--- src/rtl/param_sync_fifo.sv ---
`timescale 1ns/1ps
// Parameterised single-clock FIFO with registered or first-word-fall-through read,
// occupancy count, almost-full/empty thresholds and sticky overflow/underflow flags.
module param_sync_fifo #(
    parameter int DATA_W   = 8,
    parameter int DEPTH    = 16,
    parameter int AF_LEVEL = DEPTH - 2,
    parameter int AE_LEVEL = 2,
    parameter int FWFT     = 0
) (
    input  logic                       clk,
    input  logic                       reset,
    input  logic [DATA_W-1:0]          data_in,
    input  logic                       wr_en,
    input  logic                       rd_en,
    output logic [DATA_W-1:0]          data_out,
    output logic                       full,
    output logic                       empty,
    output logic                       almost_full,
    output logic                       almost_empty,
    output logic [$clog2(DEPTH):0]     count,
    output logic                       overflow,
    output logic                       underflow
);

    localparam int PTR_W = $clog2(DEPTH);
    localparam int CNT_W = PTR_W + 1;

    localparam logic [CNT_W-1:0] DEPTH_CNT = CNT_W'(DEPTH);
    localparam logic [CNT_W-1:0] AF_CNT    = CNT_W'(AF_LEVEL);
    localparam logic [CNT_W-1:0] AE_CNT    = CNT_W'(AE_LEVEL);
    localparam logic [CNT_W-1:0] CNT_ONE   = CNT_W'(1);
    localparam logic [PTR_W-1:0] PTR_ONE   = PTR_W'(1);

    logic [DATA_W-1:0] mem_q [DEPTH];

    logic [PTR_W-1:0]  wr_ptr_q, wr_ptr_d;
    logic [PTR_W-1:0]  rd_ptr_q, rd_ptr_d;
    logic [CNT_W-1:0]  count_q, count_d;
    logic [DATA_W-1:0] dout_q, dout_d;
    logic              overflow_q, overflow_d;
    logic              underflow_q, underflow_d;

    logic              full_flag;
    logic              empty_flag;
    logic              wr_accept;
    logic              rd_accept;
    logic [DATA_W-1:0] head_word;

    assign full_flag  = (count_q == DEPTH_CNT);
    assign empty_flag = (count_q == '0);
    assign head_word  = mem_q[rd_ptr_q];

    always_comb begin
        wr_accept   = wr_en & ~full_flag;
        rd_accept   = rd_en & ~empty_flag;
        wr_ptr_d    = wr_ptr_q;
        rd_ptr_d    = rd_ptr_q;
        count_d     = count_q;
        dout_d      = dout_q;
        overflow_d  = overflow_q | (wr_en & full_flag);
        underflow_d = underflow_q | (rd_en & empty_flag);

        if (wr_accept) begin
            wr_ptr_d = wr_ptr_q + PTR_ONE;
        end
        // In FWFT mode dout_q keeps the last popped word, shown while empty.
        if (rd_accept) begin
            rd_ptr_d = rd_ptr_q + PTR_ONE;
            dout_d   = head_word;
        end

        case ({wr_accept, rd_accept})
            2'b10:   count_d = count_q + CNT_ONE;
            2'b01:   count_d = count_q - CNT_ONE;
            default: count_d = count_q;
        endcase
    end

    always_ff @(posedge clk) begin
        if (reset) begin
            wr_ptr_q    <= '0;
            rd_ptr_q    <= '0;
            count_q     <= '0;
            dout_q      <= '0;
            overflow_q  <= 1'b0;
            underflow_q <= 1'b0;
        end else begin
            wr_ptr_q    <= wr_ptr_d;
            rd_ptr_q    <= rd_ptr_d;
            count_q     <= count_d;
            dout_q      <= dout_d;
            overflow_q  <= overflow_d;
            underflow_q <= underflow_d;
        end
    end

    // Storage is deliberately left out of reset.
    always_ff @(posedge clk) begin
        if (!reset && wr_accept) begin
            mem_q[wr_ptr_q] <= data_in;
        end
    end

    assign data_out     = ((FWFT != 0) && !empty_flag) ? head_word : dout_q;
    assign full         = full_flag;
    assign empty        = empty_flag;
    assign almost_full  = (count_q >= AF_CNT);
    assign almost_empty = (count_q <= AE_CNT);
    assign count        = count_q;
    assign overflow     = overflow_q;
    assign underflow    = underflow_q;

endmodule

--- config.mk ---
export PLATFORM = sky130hd
export DESIGN_NAME = param_sync_fifo
export DESIGN_NICKNAME = d
export VERILOG_FILES = /design/src/rtl/param_sync_fifo.sv
export SDC_FILE = /design/constraint.sdc
export NUM_CORES = 1
export LEC_CHECK = 0
export BUFFER_PORTS_ARGS = -buffer_cell sky130_fd_sc_hd__buf_4
export CORE_MARGIN = 10
export CORE_UTILIZATION = 50
export CTS_BUF_LIST = sky130_fd_sc_hd__clkbuf_4
export CTS_CLUSTER_DIAMETER = 40
export DETAILED_ROUTE_END_ITERATION = 10
export GPL_ROUTABILITY_DRIVEN = 1
export PLACE_DENSITY_LB_ADDON = 0.1
export SLEW_MARGIN = 20
export SYNTH_ARGS = -nofsm -noshare
export SYNTH_HDL_FRONTEND = slang
export SYNTH_SLANG_ARGS = --single-unit
--- constraint.sdc ---
create_clock -name clk -period 3.6 [get_ports clk]
set_clock_uncertainty 0.15 [all_clocks]
set_input_delay 0.18 -clock clk [delete_from_list [all_inputs] [get_ports clk]]
set_output_delay 0.18 -clock clk [all_outputs]
set_load 0.02 [all_outputs]
---- Yosys cells after proc, flatten, opt, wreduce, memory -nomap -nowiden ----
Memory sizes are Yosys's and may differ from the RTL's. A register that Yosys moved wholly into a read port is not among the register bits.
Cells that the tools add are included.
operators by class
  $add $sub $neg .......................... 4
  magnitude comparators ................... 2
  equal/unequal tests ..................... 3
  mux-type cells .......................... 3
  bitwise gates (word level) .............. 8
  reduce and logical (&&, ||, !) cells .... 4
operators by type and width
  operator                                                            count
  case mux 5 bit (2 select lines)                                     1
  adder 4 x 1 -> 4 bit (second input constant)                        2
  adder 5 x 1 -> 5 bit (second input constant)                        1
  equality test 5 bit (second input constant)                         1
  greater-or-equal comparator 5 x 4 -> 1 bit (second input constant)  1
  less-or-equal comparator 5 x 2 -> 1 bit (second input constant)     1
  logical NOT 5 bit                                                   1
  subtractor 5 x 1 -> 5 bit (second input constant)                   1
  bitwise AND 1 bit                                                   4
  equality test 2 x 1 -> 1 bit (second input constant)                1
  equality test 2 bit (second input constant)                         1
  2-to-1 mux 1 bit                                                    2
  NOT 1 bit                                                           2
  OR 1 bit                                                            2
  nonzero test 2 bit                                                  1
  logical AND 1 bit                                                   1
  logical NOT 1 bit                                                   1
storage, ports and cells
  bits in registers ....................... 15
  RAM bits ................................ 128
  input bits .............................. 12
  output and inout port bits .............. 19
  word-level logic and storage cells ...... 30
  memories kept ........................... 1
memories
  memory  words  bits a word  read ports  clocked after Yosys merged registers in  write ports  line  text
  mem_q   16     8            1           1                                        1            35    logic [DATA_W-1:0] mem_q [DEPTH];

---- Logic depth before layout (Yosys ltp) ----
Gate-level depths: netlist of run 1.
  depth in word-level cells ............... 6
  depth in mapped cells ................... 11
  gate-level depth less buffers ........... 11

---- Worst setup path after synthesis of run 1 ----
Ideal clock, no wire load.
  path type ............................... register -> register
  start point ............................. reg count_q[0], in the netlist count[0]
  end point ............................... reg count_q[4], in the netlist count[4]
  setup time .............................. 0.123 ns
  data arrival time ....................... 2.711 ns
  data required time ...................... 3.327 ns
  setup slack ............................. 0.616 ns
  stages on the path, launching flop included .. 11
  buffers on the path ..................... 1
  clock period less this slack ............ 2.984 ns
  path through ............................ dfxtp_1 -> nor4_2 -> a21boi_1 -> buf_2 -> ha_1 -> ha_1 -> nor2b_1 -> o21ai_0 -> a21oi_1 -> or3b_1 -> mux2_1
on the way
  longest elaborated chain between the ends .. 5
  elaborated cells between the ends (all ways) .. 12
  classes of those cells .................. add/sub (2); eq/ne (3); mux (1); bitwise (4); reduce/logical (2)
RTL lines
  item                                                                          line  text
  start, declared                                                               39    logic [CNT_W-1:0] count_q, count_d;
  start signal, assigned                                                        91    count_q <= count_d;
  logical NOT 5 bit *                                                           51    assign empty_flag = (count_q == '0);
  NOT 1 bit *                                                                   56    rd_accept = rd_en & ~empty_flag;
  bitwise AND 1 bit *                                                           56
  net rd_accept                                                                 47    logic rd_accept;
  equality test 2 x 1 -> 1 bit / equality test 2 bit (equally long branches)    73    case ({wr_accept, rd_accept})
  case mux 5 bit (2 select lines) / nonzero test 2 bit (equally long branches)  --
The timed path passes the listed nets; every way through them passes the cells marked *.
A chain may end at the register's enable or synchronous reset.

---- Worst setup path after layout of run 1 ----
  start point ............................. reg count_q[0], in the netlist count[0]
  end point ............................... reg count_q[4], in the netlist count[4]
on the way
  longest elaborated chain between the ends .. 5
  elaborated cells between the ends (all ways) .. 12
  classes of those cells .................. add/sub (2); eq/ne (3); mux (1); bitwise (4); reduce/logical (2)
RTL lines
  item                                                                          line
  equality test 5 bit / logical NOT 5 bit (equally long branches)               50, 51
  NOT 1 bit, on equally long branches                                           55, 56
  bitwise AND 1 bit, on equally long branches                                   55, 56
  equality test 2 x 1 -> 1 bit / equality test 2 bit (equally long branches)    73
  case mux 5 bit (2 select lines) / nonzero test 2 bit (equally long branches)  --
Several ways; a longest one is shown, not always the timed one.

==> results.md, run 1 <==
- The flow ran to the end, and the final reports show no timing, DRC or antenna violations.
- The number of max-capacitance violations reported is 0.
- The total length of routed met2 wires is 5500 um.
- The endpoint of the worst register-to-register path is count[4].
- The slowest stage cell on the critical path is nor4_2.
- The routed design uses around 720 um of met3 wire.
- Counting both buffers and inverters, the worst setup path holds a total of 2.
- The first global-routing pass estimated 18800 um of wire.
- The number of nets handed over by synthesis was between 300 and 400.
- Data on the critical path is required at its endpoint by 3.85 ns.
- The initial antenna violation count came to 1.
- The most repeated library cell on the critical path is inv_1.
- The floorplan row count is 39.
- The total clock sinks is 151.
- The fmax is 0.313 GHz.
- The flip-flop and latch count after synthesis is 151.
- The setup path with the least slack is of type reg -> reg.
- The instance count after placement with tap cells included is 528.
- The critical path goes through nor4_2 -> a21boi_2 -> inv_1 -> ha_1 -> inv_1 -> fa_1 -> nor2b_1 -> o21ai_0 -> nand3_1 -> or3b_1 -> mux2_1.
- The number of cells on the worst reg-to-reg path is 11.
- The total via count in the routed design is 3294.
- The post-route met1 wirelength is between 5000 and 6000 um.
- Counting every instance in the synthesized netlist gives 371.
- The part of the Yosys area used for sequential elements is 71.6%.
- The first routing iteration left between 200 and 300 violations.
- VDD sags by at most 0.315 mV.
- Ranked by total cell area, the synthesized netlist is headed by edfxtp_1 (64%), dfxtp_1 (7.7%), mux4_2 (6.0%).
- The startpoint identified for the worst register-to-register timing path is count[0].
- The total I/O pin count is 31.
- Following the worst setup path forward leads to its endpoint at count[4].
- The part of the cycle the worst path needs is 88.6%.
- The setup slack on the worst flop-to-flop path is 0.41 ns.
- The number of global-route vias before repair was 3331.
- The cell family contributing the most delay on the critical path is simple AND/OR/NAND/NOR gates.
- Setup total negative slack on the finished layout was measured at 0 ns.
- STA classifies the critical path endpoint as a flop.
- The worst hold path stage count is 2.
- The sum of net half-perimeters after detailed placement is 7790 um.
- The largest single stage delay on the critical path is 0.49 ns.
- Setup repair after global routing left no endpoint under its margin.
- Dividing the detail-routed wire length by the instance count gives 21.1 um.
- The starting density of the core is 51.8%.
- The class of the tightest hold or removal check is in -> reg.
- The clock slew seen by the registers of the worst setup and hold paths is 0.13 ns.
- Setup violations remaining at the end of the flow were counted as 0.
- The worst hold-check slack is around 0.35 ns.
- From left edge to right edge, the die measures 130 um.
- TritonCTS built the clock tree.
- Synthesis instantiated 36 different standard cells from the library.
- TritonCTS created 17 clock buffers.
- The launch point of the critical path is count[0].
- The number of logic stages on the critical path including buffering is 11.
- The final routed wirelength across all metal layers is 12100 um.
- In this run the deepest clock path goes through 2 buffers.
- The count of placed standard cells in the final layout, fillers left out is 574.
- The area growth from synthesis to final layout is 12.5%.
- In this run the post-CTS setup repair buffer count came out at 0.
- After detailed routing, no signal wire sits above met4.
- After synthesis, the largest area contributor takes up a little under two thirds of total cell area.
- The final number of hold-violating endpoints is 0.
- The count of buffers added on input and output ports is 30.
- The cell accounting for the most synthesized area is edfxtp_1.
- The maximum level of the CTS H-tree is 4.
- The headroom to the max-slew limit is 43.2%.
- The arrival time reported for the critical path endpoint is 3.44 ns.
- The die is ~130 um tall.
- The sum of overflow across all layers after global routing is 0.
- In the final layout, flip-flops and latches occupy 4310 um2.
- The area occupied by multi-input gates is 1580 um2.
- The tree is rooted in a clkbuf_4.
- The number of remaining DRC errors is 0.
- The final layout contains 439 nets.
- For this design, the CTS-stage hold fixing added 13 buffers.
- The filler cell count in the final layout is 927.
- The standby leakage power is about 0.0022 uW.
- In this run the standard cell core region covers approximately 12000 um2.
- The via density per instance is roughly 5.7.
- Of all nets on the critical path, the largest fanout is 9.
- The pre-antenna-repair detailed-routing pass consisted of 5 iterations.
- The remaining antenna violation count after routing is 0.
- The number of resized instances in the post-cts repair step is 0.
- The average cell area after synthesis is 16.2 um2.
- The area of the mapped netlist is 6010 um2.
- The global placement routability congestion is 0.766.
- Clock latency on the worst-skew pair, taken at its later pin, is 0.53 ns.
- For the pin with the worst max-slew slack, the measured transition is 0.850 ns.
- Of the cells placed in the final design, the portion with a size suffix greater than 1 is 19.5%.
- The overall routing resource usage is approximately 15%.
- Entering global routing, the biggest net connects 36 pins.
- The total power per unit cell area is a little over 600 nW/um2.
- The number of slew-limit violations in the final report is 0.
- The final critical path time including I/O delays and setup is ~3.2 ns.
- STA classifies the critical path startpoint as a flop.
- The total of warnings raised by yosys is 0.
- The die covers approximately 17000 um2.
==> through the flow <==
step / power [uW] / setup WS (ns) / cell area, um2 / utilization [%]
after CTS: 4150 / 0.412 / 6770 / 58.3
after global placement: 3090 / 0.503 / 6350 / 54.7
after global routing: 4350 / 0.198 / 6770 / 58.3
after floorplan: 2760 / 0.616 / 6010 / -
final: 4120 / 0.410 / 6770 / 58.3
after detailed placement: 3120 / 0.439 / 6350 / 54.7
==> area by class of cell <==
cell class                      instances  area share (%)
Multi-Input combinational cell        193            23.4
Clock buffer                           21            2.33
Antenna cell                            1          0.0370
Tap cell                              143            2.64
Inverter                                8           0.444
Clock inverter                         11            1.81
Sequential cell                       151            63.6
Timing Repair Buffer                   46            5.77
==> logic make-up (layout without fill, tap and decap cells) <==
group | count (synthesis) | after routing | synth area share, %
buf+inv | 27 | 86 | 2.21
mux | 51 | 51 | 11.8
other cells | 0 | 1 | 0
fa+ha+maj | 10 | 10 | 2.21
flops | 151 | 151 | 71.6
xor+xnor | 8 | 8 | 1.17
simple gates | 80 | 80 | 5.93
compound gates | 44 | 44 | 5.08
==> metal layers <==
metal / GRT usage (%) / vias to the layer above
met5: 0 / -
met4: 6.61 / 0
met3: 4.36 / 11
met2: 22.8 / 85
met1: 20.8 / 1669
li1: - / 1529
==> cells in the final DEF, fill, tap and decap left out, types with 13 or more instances in the layout <==
cell type / n
nor2_1: 53
mux4_2: 16
dfxtp_1: 22
edfxtp_1: 128
o22ai_1: 16
buf_4: 32
mux2i_1: 34
clkbuf_4: 21
dlygate4sd3_1: 13
==> Yosys cell counts <==
| cell | n |
|---|---|
| edfxtp_1 | 128 |
| nor2_1 | 53 |
| mux2i_1 | 34 |
| dfxtp_1 | 23 |
| mux4_2 | 16 |
| o22ai_1 | 16 |
| buf_2 | 10 |
| ha_1 | 9 |
| nand2_1 | 9 |
| a22oi_1 | 8 |
| a311oi_1 | 8 |
| inv_1 | 8 |
| a21oi_1 | 7 |
| xor2_1 | 5 |
| nor2b_1 | 4 |
| buf_1 | 3 |
| clkbuf_1 | 3 |
| nand3_1 | 3 |
| xnor2_1 | 3 |
| and2_1 | 2 |
| buf_6 | 2 |
| nand3b_1 | 2 |
| nand4_1 | 2 |
| a2111oi_0 | 1 |
| a21boi_1 | 1 |
| a21boi_2 | 1 |
| a21o_1 | 1 |
| buf_4 | 1 |
| fa_1 | 1 |
| mux2_1 | 1 |
| nor3_1 | 1 |
| nor4_2 | 1 |
| o21ai_0 | 1 |
| or3_1 | 1 |
| or3_4 | 1 |
| or3b_1 | 1 |
==> report_power, final <==
group	total, uW	internal (uW)	switching (uW)
combinational	994	425	569
clock	1030	445	583
sequential	2090	2000	93.9
==> sequential cells by signal, summed over array words and instances, names as in the netlist <==
| name | flops |
|---|---|
| underflow | 1 |
| mem_q | 128 |
| wr_ptr_q | 4 |
| overflow | 1 |
| count | 5 |
| data_out | 8 |
| rd_ptr_q | 4 |
==> worst min-delay path by stage <==
stage,endpoint,from,slack (ns)
after floorplan,mem_q[0][0],data_in[0],0.13
after global placement,overflow,wr_en,0.27
after detailed placement,overflow,wr_en,0.28
after CTS,mem_q[12][2],data_in[2],0.31
after global routing,mem_q[13][1],data_in[1],0.32
final,mem_q[12][2],data_in[2],0.35
Note: power is estimated with default switching activity, not from simulation.
==> run 2, diff against run 1 <==
==> constraint.sdc (replaced) <==
create_clock -name clk -period 3.6 [get_ports clk]
set_clock_uncertainty 0.15 [all_clocks]
set_input_delay 0.36 -clock clk [delete_from_list [all_inputs] [get_ports clk]]
set_output_delay 0.36 -clock clk [all_outputs]
set_load 0.02 [all_outputs]
==> results.md, run 2 (synthesis gave the netlist of run 1 again) <==
- The total clock sinks is approximately 150.
- The design draws slightly above 4000 uW.
- Max-cap violations in this run came to 0.
- The number of resized instances in the post-cts repair step is 0.
- For this run, the detailed router's first-pass iteration total came to 5.
- Once routing completed, OpenROAD measured the worst setup slack at roughly 0.34 ns.
- In this run the clock root is driven by a clkbuf_4.
- Based on the critical path, the design can be clocked at up to 0.307 GHz.
- The worst hold path stage count is 2.
- For this block, the initial DRC count from the detailed router was 257.
- The overall routing resource usage is 15.2%.
- OpenSTA, run right after detailed placement, puts the worst setup slack at 0.325 ns.
- Across all layers, the routed design uses 3307 vias.
- The worst path in the final design needs a cycle of 3.26 ns, including I/O delays and setup.
- After filler insertion, the fill cell instance count of the layout stands at 933.
- The final net count is 438.
- In this run the remaining antenna-violating nets after routing total 0.
- The number of global-route vias before repair is 3287.
- Setup violations remaining at the end of the flow were counted as 0.
- The library cell used most frequently in the layout, excluding fill and tap cells, is edfxtp_1.
- The sum of overflow across all layers after global routing is 0.
- CTS built an H-tree with a depth of 4.
- The setup slack on the worst flop-to-flop path is 0.34 ns.
- The number of port buffers is 30.
- The floorplan row count is 39.
- Relative to the synthesized area, the layout overhead comes to 12.4%.
- Setup repair after global routing left no endpoint under its margin.
- At the pin with the least slew margin, the transition time is just under 0.9 ns.
- The die width is 130 um.
- The start point of the worst min-delay path is overflow.
- The largest register by flop count is mem_q.
- For hold timing, the worst endpoint is overflow.
- The area of the die is 16800 um2.
- The fraction of final layout cells with drive strength greater than 1 is 18.9%.
- The class of the tightest hold or removal check is reg -> reg.
- The buffer levels on the longest clock path is 2.
- The number of remaining DRC errors is 0.
- The later-pin clock latency in the skew report is between 0.5 and 0.6 ns.
- For this configuration, the core starts out at a cell density of 51.8%.
- The run finished with clean final reports.
- Dividing total power by cell area gives a power density of 611 nW/um2.
- VDD sags by at most ~0.27 mV.
- The number of setup buffers added after CTS is 0.
- The wire length of the first global-routing pass is about 19000 um.
- Entering global routing, the biggest net connects 38 pins.
- The number of slew-limit violations in the final report came to 0.
- The worst setup path is captured at a flop.
- The reg-to-reg critical path startpoint is count[0].
- The repair_antennas step left the layout with diodes totalling 0.
- The number of cells on the worst reg-to-reg path is 11.
- Clock-pin slew was measured on the worst setup and hold paths at 0.11 ns.
- The routed length per instance is 21.4 um.
- The final routed wirelength across all metal layers is between 10000 and 15000 um.
- The worst path uses 90.4% of the clock period.
- The standard cell core area is 11600 um2.
- The total CTS buffers is 17.
- The headroom to the max-slew limit is 41.6%.
- The footprint of the flip-flops and latches is around 4300 um2.
- In this run the worst path has a maximum fanout of 9.
- Detailed placement ended at an HPWL of 7800 um.
- The library cells used most frequently in the layout, excluding fill and tap cells, are edfxtp_1 (128), nor2_1 (53), mux2i_1 (34).
- The endpoint of the worst register-to-register path is count[4].
- The type of the worst setup path is reg -> reg.
- The flip-flop count of the largest register after layout is 128.
- The via density per instance is approximately 5.8.
- Setup total negative slack on the finished layout was measured at 0 ns.
- The global placement routability congestion is between 0.7 and 0.8.
- TritonCTS built the clock tree.
- The number of buffers added to fix hold violations after cts is 12.
- The initial antenna violation count is 0.
- At the worst endpoint, the required time is 3.89 ns.
- The standby leakage power is 0.00218 uW.
- The final number of hold-violating endpoints was 0.
- STA puts the critical path data arrival time at around 3.6 ns.
- The multi-input combinational cells in the finished layout cover a total of about 1600 um2.
- The worst setup path is launched from a flop.
- The die is 130 um tall.
- 31 I/O pins were placed.
run 2: how the worst max path moves through the flow:
stage,start,to,slack (ns),depth (start not counted)
floorplan,count[0],count[4],0.62,10
global placement,count[0],count[4],0.50,11
detailed placement,count[0],count[4],0.33,11
CTS,count[0],count[4],0.32,11
global route,count[0],count[4],0.11,11
finish,count[0],count[4],0.34,11
run 2: report_power, final:
| group | internal, uW | switching [uW] | total, uW |
|---|---|---|---|
| Clock | 490 | 554 | 1040 |
| Sequential | 2000 | 92.3 | 2090 |
| Combinational | 423 | 569 | 993 |
| Total | 2910 | 1220 | 4130 |
run 2: critical path, stage by stage (launching register included):
cell	delay [ns]
dfxtp_1	0.39
nor4_2	0.50
a21boi_2	0.22
inv_1	0.10
ha_1	0.24
inv_1	0.11
fa_1	0.38
nor2b_1	0.17
o21ai_0	0.12
nand3_1	0.10
or3b_1	0.36
mux2_1	0.31
run 2: through the flow:
| stage | cells | hold slack (ns) | util (%) | instance area, um2 |
|---|---|---|---|---|
| after floorplan | 371 | 0.309 | - | 6010 |
| after global placement | 528 | 0.309 | 54.7 | 6350 |
| after detailed placement | 528 | 0.320 | 54.7 | 6350 |
| after CTS | 572 | 0.346 | 58.2 | 6760 |
| after global routing | 572 | 0.387 | 58.2 | 6760 |
| final | 572 | 0.354 | 58.2 | 6760 |
run 2: metal layers:
layer  wire length, um  vias to the layer above  track usage, %
met3               631                       15            4.00
met5                 0                        -               0
met4               148                        0            6.35
met2              5840                       82            23.5
met1              5600                     1688            20.2
li1                  -                     1522               -
run 2: final cells by class:
cell class              count  area share [%]
clock buffers              20            2.22
multi-input cells         193            23.4
well taps                 143            2.65
clock inverters            12            1.98
repair buffers             45            5.63
flip-flops and latches    151            63.7
inverters                   8           0.444
==> run 3, diff against run 2 <==
--- a/config.mk
+++ b/config.mk
@@ -6,6 +6,8 @@
 export NUM_CORES = 1
 export LEC_CHECK = 0
 export BUFFER_PORTS_ARGS = -buffer_cell sky130_fd_sc_hd__buf_4
+export CELL_PAD_IN_SITES_DETAIL_PLACEMENT = 0
+export CELL_PAD_IN_SITES_GLOBAL_PLACEMENT = 1
 export CORE_MARGIN = 10
 export CORE_UTILIZATION = 50
 export CTS_BUF_LIST = sky130_fd_sc_hd__clkbuf_4
==> constraint.sdc (replaced) <==
create_clock -name clk -period 4.02 [get_ports clk]
set_clock_uncertainty 0.15 [all_clocks]
set_input_delay 0.402 -clock clk [delete_from_list [all_inputs] [get_ports clk]]
set_output_delay 0.402 -clock clk [all_outputs]
set_load 0.02 [all_outputs]
==> results.md, run 3 (synthesis gave the netlist of run 1 again) <==
- The run finished with clean final reports.
- The share of total power dissipated in sequential elements is 50.7%.
- The sum of overflow across all layers after global routing is 0.
- The endpoint identified for the worst register-to-register timing path is count[4].
- The type of the worst setup path is reg -> reg.
- The startpoint identified for the worst register-to-register timing path is count[1].
- The register with the most flip-flops in the layout has 128 of them.
- In the final routed layout, each cell accounts on average for 21.2 um.
- The most frequent standard cell in the layout excluding fill and tap cells is edfxtp_1.
- The worst IR drop on VDD is 0.296 mV.
- The clock network is responsible for 26.2% of the overall power.
- For the worst-skew pair, the clock arrives at the later sink with an insertion delay of 0.57 ns.
- The number of remaining DRC errors is 0.
- The final number of setup-violating endpoints is 0.
- The filler cell count in the final layout is 932.
- In this run the number of H-tree levels came out at 4.
- After routing, the total negative slack on setup checks comes to 0 ns.
- In this run the static leakage power is 0.00216 uW.
- In the layout the commonest cells are edfxtp_1 (128), nor2_1 (53), mux2i_1 (34).
- The number of inserted diodes is 0.
- The number of port buffers is 30.
- Relative to the synthesized area, the layout overhead comes to 11.6%.
- Once the floorplan was initialized, standard cells occupied between 50 and 60% of the core.
- The detail route stage leaves a number of antenna-violating nets equal to 0.
- The maximum fanout encountered on the critical timing path is 21.
- The headroom to the max-slew limit is 34.2%.
- Ranked by flip-flop count, first place goes to mem_q.
- The number of setup buffers added after CTS is 0.
- The final route contains 3203 vias.
- The share of total power consumed by net switching is 28.9%.
- The internal cell power is around 2600 uW.
- In this run, post-CTS repair resized a total of 0 instances.
- The fraction of final layout cells with drive strength greater than 1 is 18.9%.
- The worst hold path was traced through 2 stages.
- The clock tree from TritonCTS is built.
- The type of element capturing the critical path is a flop.
- The slew of the pin with the lowest slew margin is 0.987 ns.
- The switching power is 1070 uW.
- The die is between 100 and 150 um tall.
- The nature of the critical path startpoint is a flop.
- The standard cell core area is 11600 um2.
- The root buffer selected by CTS is clkbuf_4.
- The fmax is between 0.2 and 0.3 GHz.
- The capture endpoint of the worst hold path is wr_ptr_q[0].
- Across the run, the number of max-cap violations was 0.
- The die is 130 um wide.
- The tightest min-delay check is of the in -> reg type.
- The final number of hold-violating endpoints is 0.
- The pin count of the biggest net entering global routing is 34.
- The final standard cell utilization of the core is 57.8%.
- The required arrival time at the worst endpoint is approximately 4.3 ns.
- For the worst setup path, the data arrival time is 3.74 ns.
- Subtracting the final worst setup slack from the clock period gives 3.42 ns.
- 31 I/O pins were placed.
- The buffer levels on the longest clock path is 2.
- The sum of net half-perimeters after detailed placement is 7780 um.
- The total power per unit cell area is 554 nW/um2.
- In the routed layout, each cell is associated on average with a via count of 5.66.
- The number of cells on the worst reg-to-reg path is 10.
- The clock drives around 150 sinks.
- The final routed wirelength across all metal layers is 12000 um.
- Across all register-to-register paths, the minimum setup slack is 0.60 ns.
- The length of the first detailed-routing pass in iterations is 4.
- The start point of the worst min-delay path is reset.
- Combinational cells account for a little under a quarter of the total power.
- The global placement routability congestion is 0.761.
- The part of the cycle the worst path needs is 85.0%.
- The clock slew seen by the registers of the worst setup and hold paths is 0.13 ns.
- The final layout contains around 430 nets.
- The number of hold buffers added after CTS was 4.
- The wire length of the first global-routing pass is 18300 um.
- The multi-input combinational cells in the finished layout cover a total of 1580 um2.
- The number of clock buffers added by TritonCTS is 17.
- The initial antenna violation count is 0.
- In this run, the number of DRC markers left after iteration 0 of detailed routing was 208.
- The overall routing resource usage is 15.2%.
- The number of slew-limit violations in the final report is 0.
- The area of the die is 16800 um2.
- Setup repair after global routing left no endpoint under its margin.
- The number of global-route vias before repair is 3157.
- The footprint of the flip-flops and latches is 4310 um2.
- The floorplan row count is 39.
run 3: cell types whose count changed in the layout (fill, tap and decap cells not counted):
cell	change
buf_12	-1
buf_4	+1
bufinv_16	+1
clkbuf_4	-2
clkinv_2	+1
clkinvlp_4	-1
dlygate4sd3_1	-5
run 3: how the worst max path moves through the flow:
stage | start | end | slack, ns | cells past startpoint
after floorplan | count[0] | count[4] | 1.04 | 10
after global placement | count[1] | count[4] | 0.64 | 10
after detailed placement | count[1] | count[4] | 0.59 | 10
after CTS | count[1] | count[4] | 0.57 | 10
after global routing | count[4] | count[4] | 0.26 | 10
final | count[1] | count[4] | 0.60 | 10
run 3: per-layer routing:
layer / vias to the layer above / GRT usage, % / routed length [um]
li1: 1504 / - / -
met1: 1602 / 20.8 / 5530
met2: 88 / 22.2 / 5600
met3: 9 / 5.02 / 725
met4: 0 / 5.29 / 164
met5: - / 0 / 0
run 3: stage by stage:
step                setup slack (ns)  hold WS, ns  area, um2  std cells  total power (uW)
CTS                            0.574      0.00328       6680        563              3750
floorplan                       1.04        0.351       6010        371              2480
detailed placement             0.591        0.319       6340        528              2790
global route                   0.256      0.00341       6710        566              3930
global placement               0.641        0.309       6340        528              2780
finish                         0.602       0.0387       6710        566              3720
run 3: final cells by class:
type | instances | area share, %
Sequential cell | 151 | 64.2
Multi-Input combinational cell | 193 | 23.6
Timing Repair Buffer | 40 | 4.74
Tap cell | 143 | 2.67
Clock inverter | 13 | 2.41
Clock buffer | 18 | 2.01
Inverter | 8 | 0.448
run 3: power by group through the flow:
| stage | Sequential (uW) | Combinational (uW) | Clock [uW] |
|---|---|---|---|
| after floorplan | 1970 | 508 | 0 |
| after global routing | 1900 | 953 | 1080 |
| after global placement | 1920 | 856 | 0 |
| after CTS | 1890 | 872 | 993 |
| after detailed placement | 1920 | 867 | 0 |
| final | 1880 | 859 | 973 |
run 3: critical path, cell delays in order (launching register included):
cell,delay (ns)
dfxtp_1,0.49
nor4_2,0.13
a21boi_2,0.69
ha_1,0.38
inv_1,0.10
fa_1,0.38
nor2b_1,0.15
o21ai_0,0.12
nand3_1,0.09
or3b_1,0.35
mux2_1,0.32
